--- config.mk ---
export PLATFORM = sky130hd
export DESIGN_NAME = mmcm_drp_reconfig
export DESIGN_NICKNAME = d
export VERILOG_FILES = /design/src/rtl/mmcm_drp_reconfig.sv
export SDC_FILE = /design/constraint.sdc
export NUM_CORES = 1
export LEC_CHECK = 0
export ABC_CLOCK_PERIOD_IN_PS = 9200
export BUFFER_PORTS_ARGS = -buffer_cell sky130_fd_sc_hd__buf_2
export CELL_PAD_IN_SITES_DETAIL_PLACEMENT = 0
export CELL_PAD_IN_SITES_GLOBAL_PLACEMENT = 1
export CORE_UTILIZATION = 35
export DETAILED_ROUTE_END_ITERATION = 8
export PLACE_DENSITY = 0.66
export SLEW_MARGIN = 20
export SYNTH_ARGS = -nofsm -noshare
export SYNTH_HDL_FRONTEND = slang
export SYNTH_SLANG_ARGS = --single-unit
--- constraint.sdc ---
create_clock -name clk -period 9.2 [get_ports clk]
set_clock_uncertainty 0.15 [all_clocks]
set_input_delay 2.76 -clock clk [delete_from_list [all_inputs] [get_ports clk]]
set_output_delay 2.76 -clock clk [all_outputs]
set_load 0.01 [all_outputs]
--- src/rtl/mmcm_drp_reconfig.sv ---
// MMCME2_ADV runtime reconfiguration sequencer.
// Holds the MMCM in reset, read-modify-writes every DRP register listed in an
// external synchronous ROM, then releases reset and waits for LOCKED.
module mmcm_drp_reconfig #(
   parameter int TABLE_DEPTH  = 23,    // entries per reconfiguration (1..32)
   parameter int TBL_AW       = 5,     // ROM address width
   parameter int RST_SETTLE   = 8,     // cycles of reset before the first DRP access
   parameter int DRDY_TIMEOUT = 255,   // DEN-to-DRDY limit, must be >= 2
   parameter int LOCK_TIMEOUT = 65535  // release-to-lock limit, must be >= 2
) (
   input  logic              clk,
   input  logic              rst,
   input  logic              start,
   output logic              busy,
   output logic              done,
   output logic              error,
   output logic [TBL_AW-1:0] tbl_addr,
   input  logic [38:0]       tbl_data,
   output logic [6:0]        drp_addr,
   output logic [15:0]       drp_di,
   input  logic [15:0]       drp_do,
   output logic              drp_den,
   output logic              drp_dwe,
   input  logic              drp_drdy,
   output logic              mmcm_rst,
   input  logic              mmcm_locked
);

   // One shared counter serves the settle, DRDY and lock waits; size it for the largest.
   localparam int CNT_MAX0 = (RST_SETTLE > DRDY_TIMEOUT) ? RST_SETTLE : DRDY_TIMEOUT;
   localparam int CNT_MAX  = (CNT_MAX0 > LOCK_TIMEOUT) ? CNT_MAX0 : LOCK_TIMEOUT;
   localparam int CW       = $clog2(CNT_MAX + 1);

   typedef enum logic [3:0] {
      S_IDLE,
      S_RST_WAIT,
      S_FETCH,      // ROM address presented, data arrives next cycle
      S_LOAD,       // ROM data captured
      S_RD,
      S_RD_WAIT,
      S_WR,
      S_WR_WAIT,
      S_RELEASE,
      S_LOCK_WAIT,
      S_DONE,
      S_ERR
   } state_t;

   state_t            state_q, state_d;
   logic [TBL_AW-1:0] idx_q, idx_d;
   logic [CW-1:0]     cnt_q, cnt_d;
   logic [CW-1:0]     cnt_inc;
   logic [6:0]        addr_q, addr_d;
   logic [15:0]       mask_q, mask_d;
   logic [15:0]       data_q, data_d;
   logic [15:0]       di_q, di_d;
   logic              error_q, error_d;
   logic              lock_meta_q;
   logic              lock_s_q;

   // Saturating increment: a timeout counter never wraps back to a small value.
   assign cnt_inc = (cnt_q == {CW{1'b1}}) ? cnt_q : cnt_q + CW'(1);

   // Moore outputs decoded from the state register.
   assign busy     = (state_q != S_IDLE) && (state_q != S_DONE) && (state_q != S_ERR);
   assign done     = (state_q == S_DONE);
   assign error    = error_q;
   assign mmcm_rst = (state_q == S_RST_WAIT) || (state_q == S_FETCH) || (state_q == S_LOAD) ||
                     (state_q == S_RD) || (state_q == S_RD_WAIT) ||
                     (state_q == S_WR) || (state_q == S_WR_WAIT);
   assign drp_den  = (state_q == S_RD) || (state_q == S_WR);
   assign drp_dwe  = (state_q == S_WR);
   assign drp_addr = addr_q;
   assign drp_di   = di_q;
   assign tbl_addr = idx_q;

   // Two-flop synchronizer for the asynchronous LOCKED input.
   always_ff @(posedge clk or posedge rst) begin
      if (rst) begin
         lock_meta_q <= 1'b0;
         lock_s_q    <= 1'b0;
      end else begin
         lock_meta_q <= mmcm_locked;
         lock_s_q    <= lock_meta_q;
      end
   end

   // State and datapath registers.
   always_ff @(posedge clk or posedge rst) begin
      if (rst) begin
         state_q <= S_IDLE;
         idx_q   <= '0;
         cnt_q   <= '0;
         addr_q  <= '0;
         mask_q  <= '0;
         data_q  <= '0;
         di_q    <= '0;
         error_q <= 1'b0;
      end else begin
         state_q <= state_d;
         idx_q   <= idx_d;
         cnt_q   <= cnt_d;
         addr_q  <= addr_d;
         mask_q  <= mask_d;
         data_q  <= data_d;
         di_q    <= di_d;
         error_q <= error_d;
      end
   end

   // Next-state logic; each wait state clears the counter on entry and times out
   // so that the error flag rises exactly TIMEOUT cycles after the triggering edge.
   always_comb begin
      state_d = state_q;
      idx_d   = idx_q;
      cnt_d   = cnt_q;
      addr_d  = addr_q;
      mask_d  = mask_q;
      data_d  = data_q;
      di_d    = di_q;
      error_d = error_q;
      case (state_q)
         S_IDLE: begin
            if (start) begin
               state_d = S_RST_WAIT;
               idx_d   = '0;
               cnt_d   = '0;
               error_d = 1'b0;
            end
         end
         S_RST_WAIT: begin
            if (cnt_q == CW'(RST_SETTLE - 1)) begin
               state_d = S_FETCH;
               cnt_d   = '0;
            end else begin
               cnt_d = cnt_inc;
            end
         end
         S_FETCH: state_d = S_LOAD;
         S_LOAD: begin
            addr_d  = tbl_data[38:32];
            mask_d  = tbl_data[31:16];
            data_d  = tbl_data[15:0];
            state_d = S_RD;
         end
         S_RD: begin
            cnt_d   = '0;
            state_d = S_RD_WAIT;
         end
         S_RD_WAIT: begin
            if (drp_drdy) begin
               // Mask bits keep the live register value, the rest take the table bits.
               di_d    = (drp_do & mask_q) | (data_q & ~mask_q);
               state_d = S_WR;
            end else if (cnt_q == CW'(DRDY_TIMEOUT - 2)) begin
               state_d = S_ERR;
               error_d = 1'b1;
            end else begin
               cnt_d = cnt_inc;
            end
         end
         S_WR: begin
            cnt_d   = '0;
            state_d = S_WR_WAIT;
         end
         S_WR_WAIT: begin
            if (drp_drdy) begin
               if (idx_q == TBL_AW'(TABLE_DEPTH - 1)) begin
                  state_d = S_RELEASE;
               end else begin
                  idx_d   = idx_q + TBL_AW'(1);
                  state_d = S_FETCH;
               end
            end else if (cnt_q == CW'(DRDY_TIMEOUT - 2)) begin
               state_d = S_ERR;
               error_d = 1'b1;
            end else begin
               cnt_d = cnt_inc;
            end
         end
         S_RELEASE: begin
            cnt_d   = '0;
            state_d = S_LOCK_WAIT;
         end
         S_LOCK_WAIT: begin
            if (lock_s_q) begin
               state_d = S_DONE;
            end else if (cnt_q == CW'(LOCK_TIMEOUT - 2)) begin
               state_d = S_ERR;
               error_d = 1'b1;
            end else begin
               cnt_d = cnt_inc;
            end
         end
         S_DONE:  state_d = S_IDLE;
         S_ERR:   state_d = S_IDLE;
         default: state_d = S_IDLE;
      endcase
   end

endmodule

==> impl_metrics.tcl <==
set metrics [dict create \
    synthToLayoutAreaGrowth_pct 21.12 \
    synth_nets 416 \
    numPlacedInstances 571 \
    critPathLaunchType "input port" \
    run_status "finished, final reports clean" \
    report.power.total_mw 1.468 \
    grt_antenna_before_repair 0 \
    synth_async_sr_flop_share_pct 100.0 \
    floorplan.die.width_um 109.0 \
    critical_path.max_fanout 11 \
    num_rows 38 \
    multi_input_comb_area_um2 1822 \
    dp_slack_ns 4.371 \
    final_core_utilization_pct 44.22 \
    timing.critical_path.slowest_cell_delay_ns 0.75 \
    ctsHoldBuffers 0 \
    clock_latency_ns 0.34 \
    final-max-slew-violation-count 0 \
    antennaDiodeCount 0 \
    floorplan.die.height_um 109.0 \
    sequential_cell_area_um2 2077 \
    critPathRequiredTime_ns 9.31 \
    pin_count_of_the_biggest_net_entering_global_routing 61 \
    cts_buffers 9 \
    cp-end-kind "flip-flop" \
    min-delay-path-class "reg -> reg" \
    synth_area_leader_cell "sky130_fd_sc_hd__dfrtp_1" \
    yosys_most_used_dff "sky130_fd_sc_hd__dfrtp_1" \
    filler_free_cell_count_of_the_finished_design 587 \
    critPathSlowestCell "sky130_fd_sc_hd__a211oi_2" \
    htree_levels 3 \
    routed_wire_length_per_instance_um 15.16 \
    final_layout_size_suffix_gt1_share_pct 38.93 \
    number_of_flops_mapped_to_enable_cells_by_yosys 0 \
    rsz0062_at_grt "false" \
    vias 2942 \
    drt_iter0_markers 144 \
    synth_seq_cells 83 \
    yosysMostFrequentCell "sky130_fd_sc_hd__dfrtp_1" \
    dieArea_um2 11890 \
    max_cap_viol_count 0 \
    synth.top_cell.area_share_pct 51.79 \
    timing.hold.ws_ns 0.2020 \
    antenna_violating_nets_remaining 0 \
    clkSlewWorstSetupHoldPaths_ns 0.06 \
    static-leakage-power_nw 2.208 \
    wirelength_um 8898 \
    vias_in_the_first_global_route 2860 \
    track_usage_pct 16.03 \
    grt-ovfl-total 0 \
    netlist_area_um2 4010 \
    finalNetCount 506 \
    timing.final.setup_violations 0 \
    final.period_utilization_pct 48.32 \
    numClockSinks 83 \
    cts_root_cell "sky130_fd_sc_hd__clkbuf_16" \
    power-per-cell-area_nw_per_um2 302.3 \
    min_period_ns 4.445 \
    filler_cells 1099 \
    dp_hpwl_um 6149 \
    ys_top_cells_by_area "sky130_fd_sc_hd__dfrtp_1 52%, sky130_fd_sc_hd__mux2_2 11%, sky130_fd_sc_hd__nor2_1 4.5%" \
    max_clock_freq_ghz 0.2250 \
    final_hold_viol_count 0 \
    netlist_top_cells_count "83 x sky130_fd_sc_hd__dfrtp_1, 48 x sky130_fd_sc_hd__nor2_1, 40 x sky130_fd_sc_hd__mux2_2" \
    power.ir.vdd_worst_mv 0.1503 \
    cts_post_setup_buffers_inserted 0 \
    place_congestion 0.7745 \
    path_buf_inv 1 \
    cts_max_path_buffers 2 \
    floorplan.io_pins 94 \
    syn-instance-count 352 \
    yosysWarningCount 0 \
    synthDistinctLibCells 49 \
    dr.pass1.iters 4 \
    resize_count_post_cts 0 \
    start_util_pct 36.51 \
    grt_first_pass_wirelength_um 14410 \
    drt_drc_violations_left 0 \
    cts_tree "yes" \
    placement.cell_area_um2 4578 \
    finish.instance_area_um2 4857 \
    path_cells "buf_2, nand2_1, a22oi_4, a211oi_2, nand3_1, or3_1, a21oi_1" \
    port-buffer-count 93 \
    setup.worst_path.class "in -> reg" \
    yosysSeqAreaShare_pct 51.79 \
    tightest_slew_ns 1.010 \
    relSlewSlack_pct 32.40 \
    critPathTopFamily "compound AO/OA/AOI/OAI gates" \
    setup_tns_final_ns 0 \
    arrival_ns 4.55 \
    viasPerCell 5.012 \
    avgSynthCellArea_um2 11.39 \
    design.core.area_um2 10980 \
    final_worst_slack_ns 4.755 \
]
==> sequential cells by signal, summed over array words and instances (netlist names) <==
signal and cells:
cnt_q 16, data_q 16, drp_di 16, mask_q 16, drp_addr 7, tbl_addr 5
state_q 4, error 1, lock_meta_q 1, lock_s_q 1
==> report_power, final <==
group / switching [mW] / internal (mW)
Sequential: 0.107 / 0.508
Clock: 0.153 / 0.185
Combinational: 0.259 / 0.258
==> placed cells by master, fill, tap and decap left out, types with 4 or more instances in the layout <==
cell type and count:
sky130_fd_sc_hd__nand4_1 9, sky130_fd_sc_hd__nand2b_1 8, sky130_fd_sc_hd__buf_2 93, sky130_fd_sc_hd__nand2_1 9, sky130_fd_sc_hd__nor2_1 47, sky130_fd_sc_hd__mux2i_1 17, sky130_fd_sc_hd__o21ai_0 11, sky130_fd_sc_hd__xor2_1 13
sky130_fd_sc_hd__nand3_1 11, sky130_fd_sc_hd__clkbuf_16 9, sky130_fd_sc_hd__mux2_2 40, sky130_fd_sc_hd__ha_1 4, sky130_fd_sc_hd__nor3_1 9, sky130_fd_sc_hd__a21oi_1 20, sky130_fd_sc_hd__or3_1 4, sky130_fd_sc_hd__dfrtp_1 83
sky130_fd_sc_hd__nand3_2 4, sky130_fd_sc_hd__inv_1 5
==> layer usage <==
layer	GRT usage [%]	vias to the layer above	wire, um
met4	5.792	0	98
met1	20.43	1442	4092
met3	5.499	9	491
met5	0	-	0
met2	25.11	66	4216
li1	-	1425	-
==> area by class of cell <==
type	instances	area share, %
sequential	83	42.76
tap	140	3.606
multi-input combinational	247	37.51
clock buffer	9	4.637
inverter	6	0.4894
timing repair buffer	95	9.892
clock inverter	7	1.108
==> logic make-up after synthesis <==
logic type      Yosys count  synth area share (%)
buf+inv                  22                 2.870
xor+xnor                 14                 3.058
fa+ha+maj                 4                 1.248
simple gates            128                 18.10
mux                      57                 15.48
compound gates           44                 7.457
flops                    83                 51.79
==> path summary, 6_finish.rpt <==
kind                        startpoint     endpoint  slack [ns]  cells past startpoint
max                           drp_drdy    cnt_q[13]        4.75                      7
min                        lock_meta_q     lock_s_q        0.20                      0
max reg2reg                   cnt_q[0]    cnt_q[12]        6.51                      6
min reg2reg                lock_meta_q     lock_s_q        0.20                      0
max in group asynchronous          rst  drp_addr[1]        5.52                      3
min in group asynchronous          rst    mask_q[4]        2.24                      2
==> worst reg2reg max path, stage by stage (launching register included) <==
cell and delay [ns]:
sky130_fd_sc_hd__dfrtp_1 0.44, sky130_fd_sc_hd__ha_1 0.28, sky130_fd_sc_hd__nor4b_1 0.26, sky130_fd_sc_hd__nand4_1 0.18, sky130_fd_sc_hd__nand4b_1 0.19, sky130_fd_sc_hd__nor3b_2 0.84, sky130_fd_sc_hd__o21ba_1 0.25
Power figures use the tool's default switching activity.
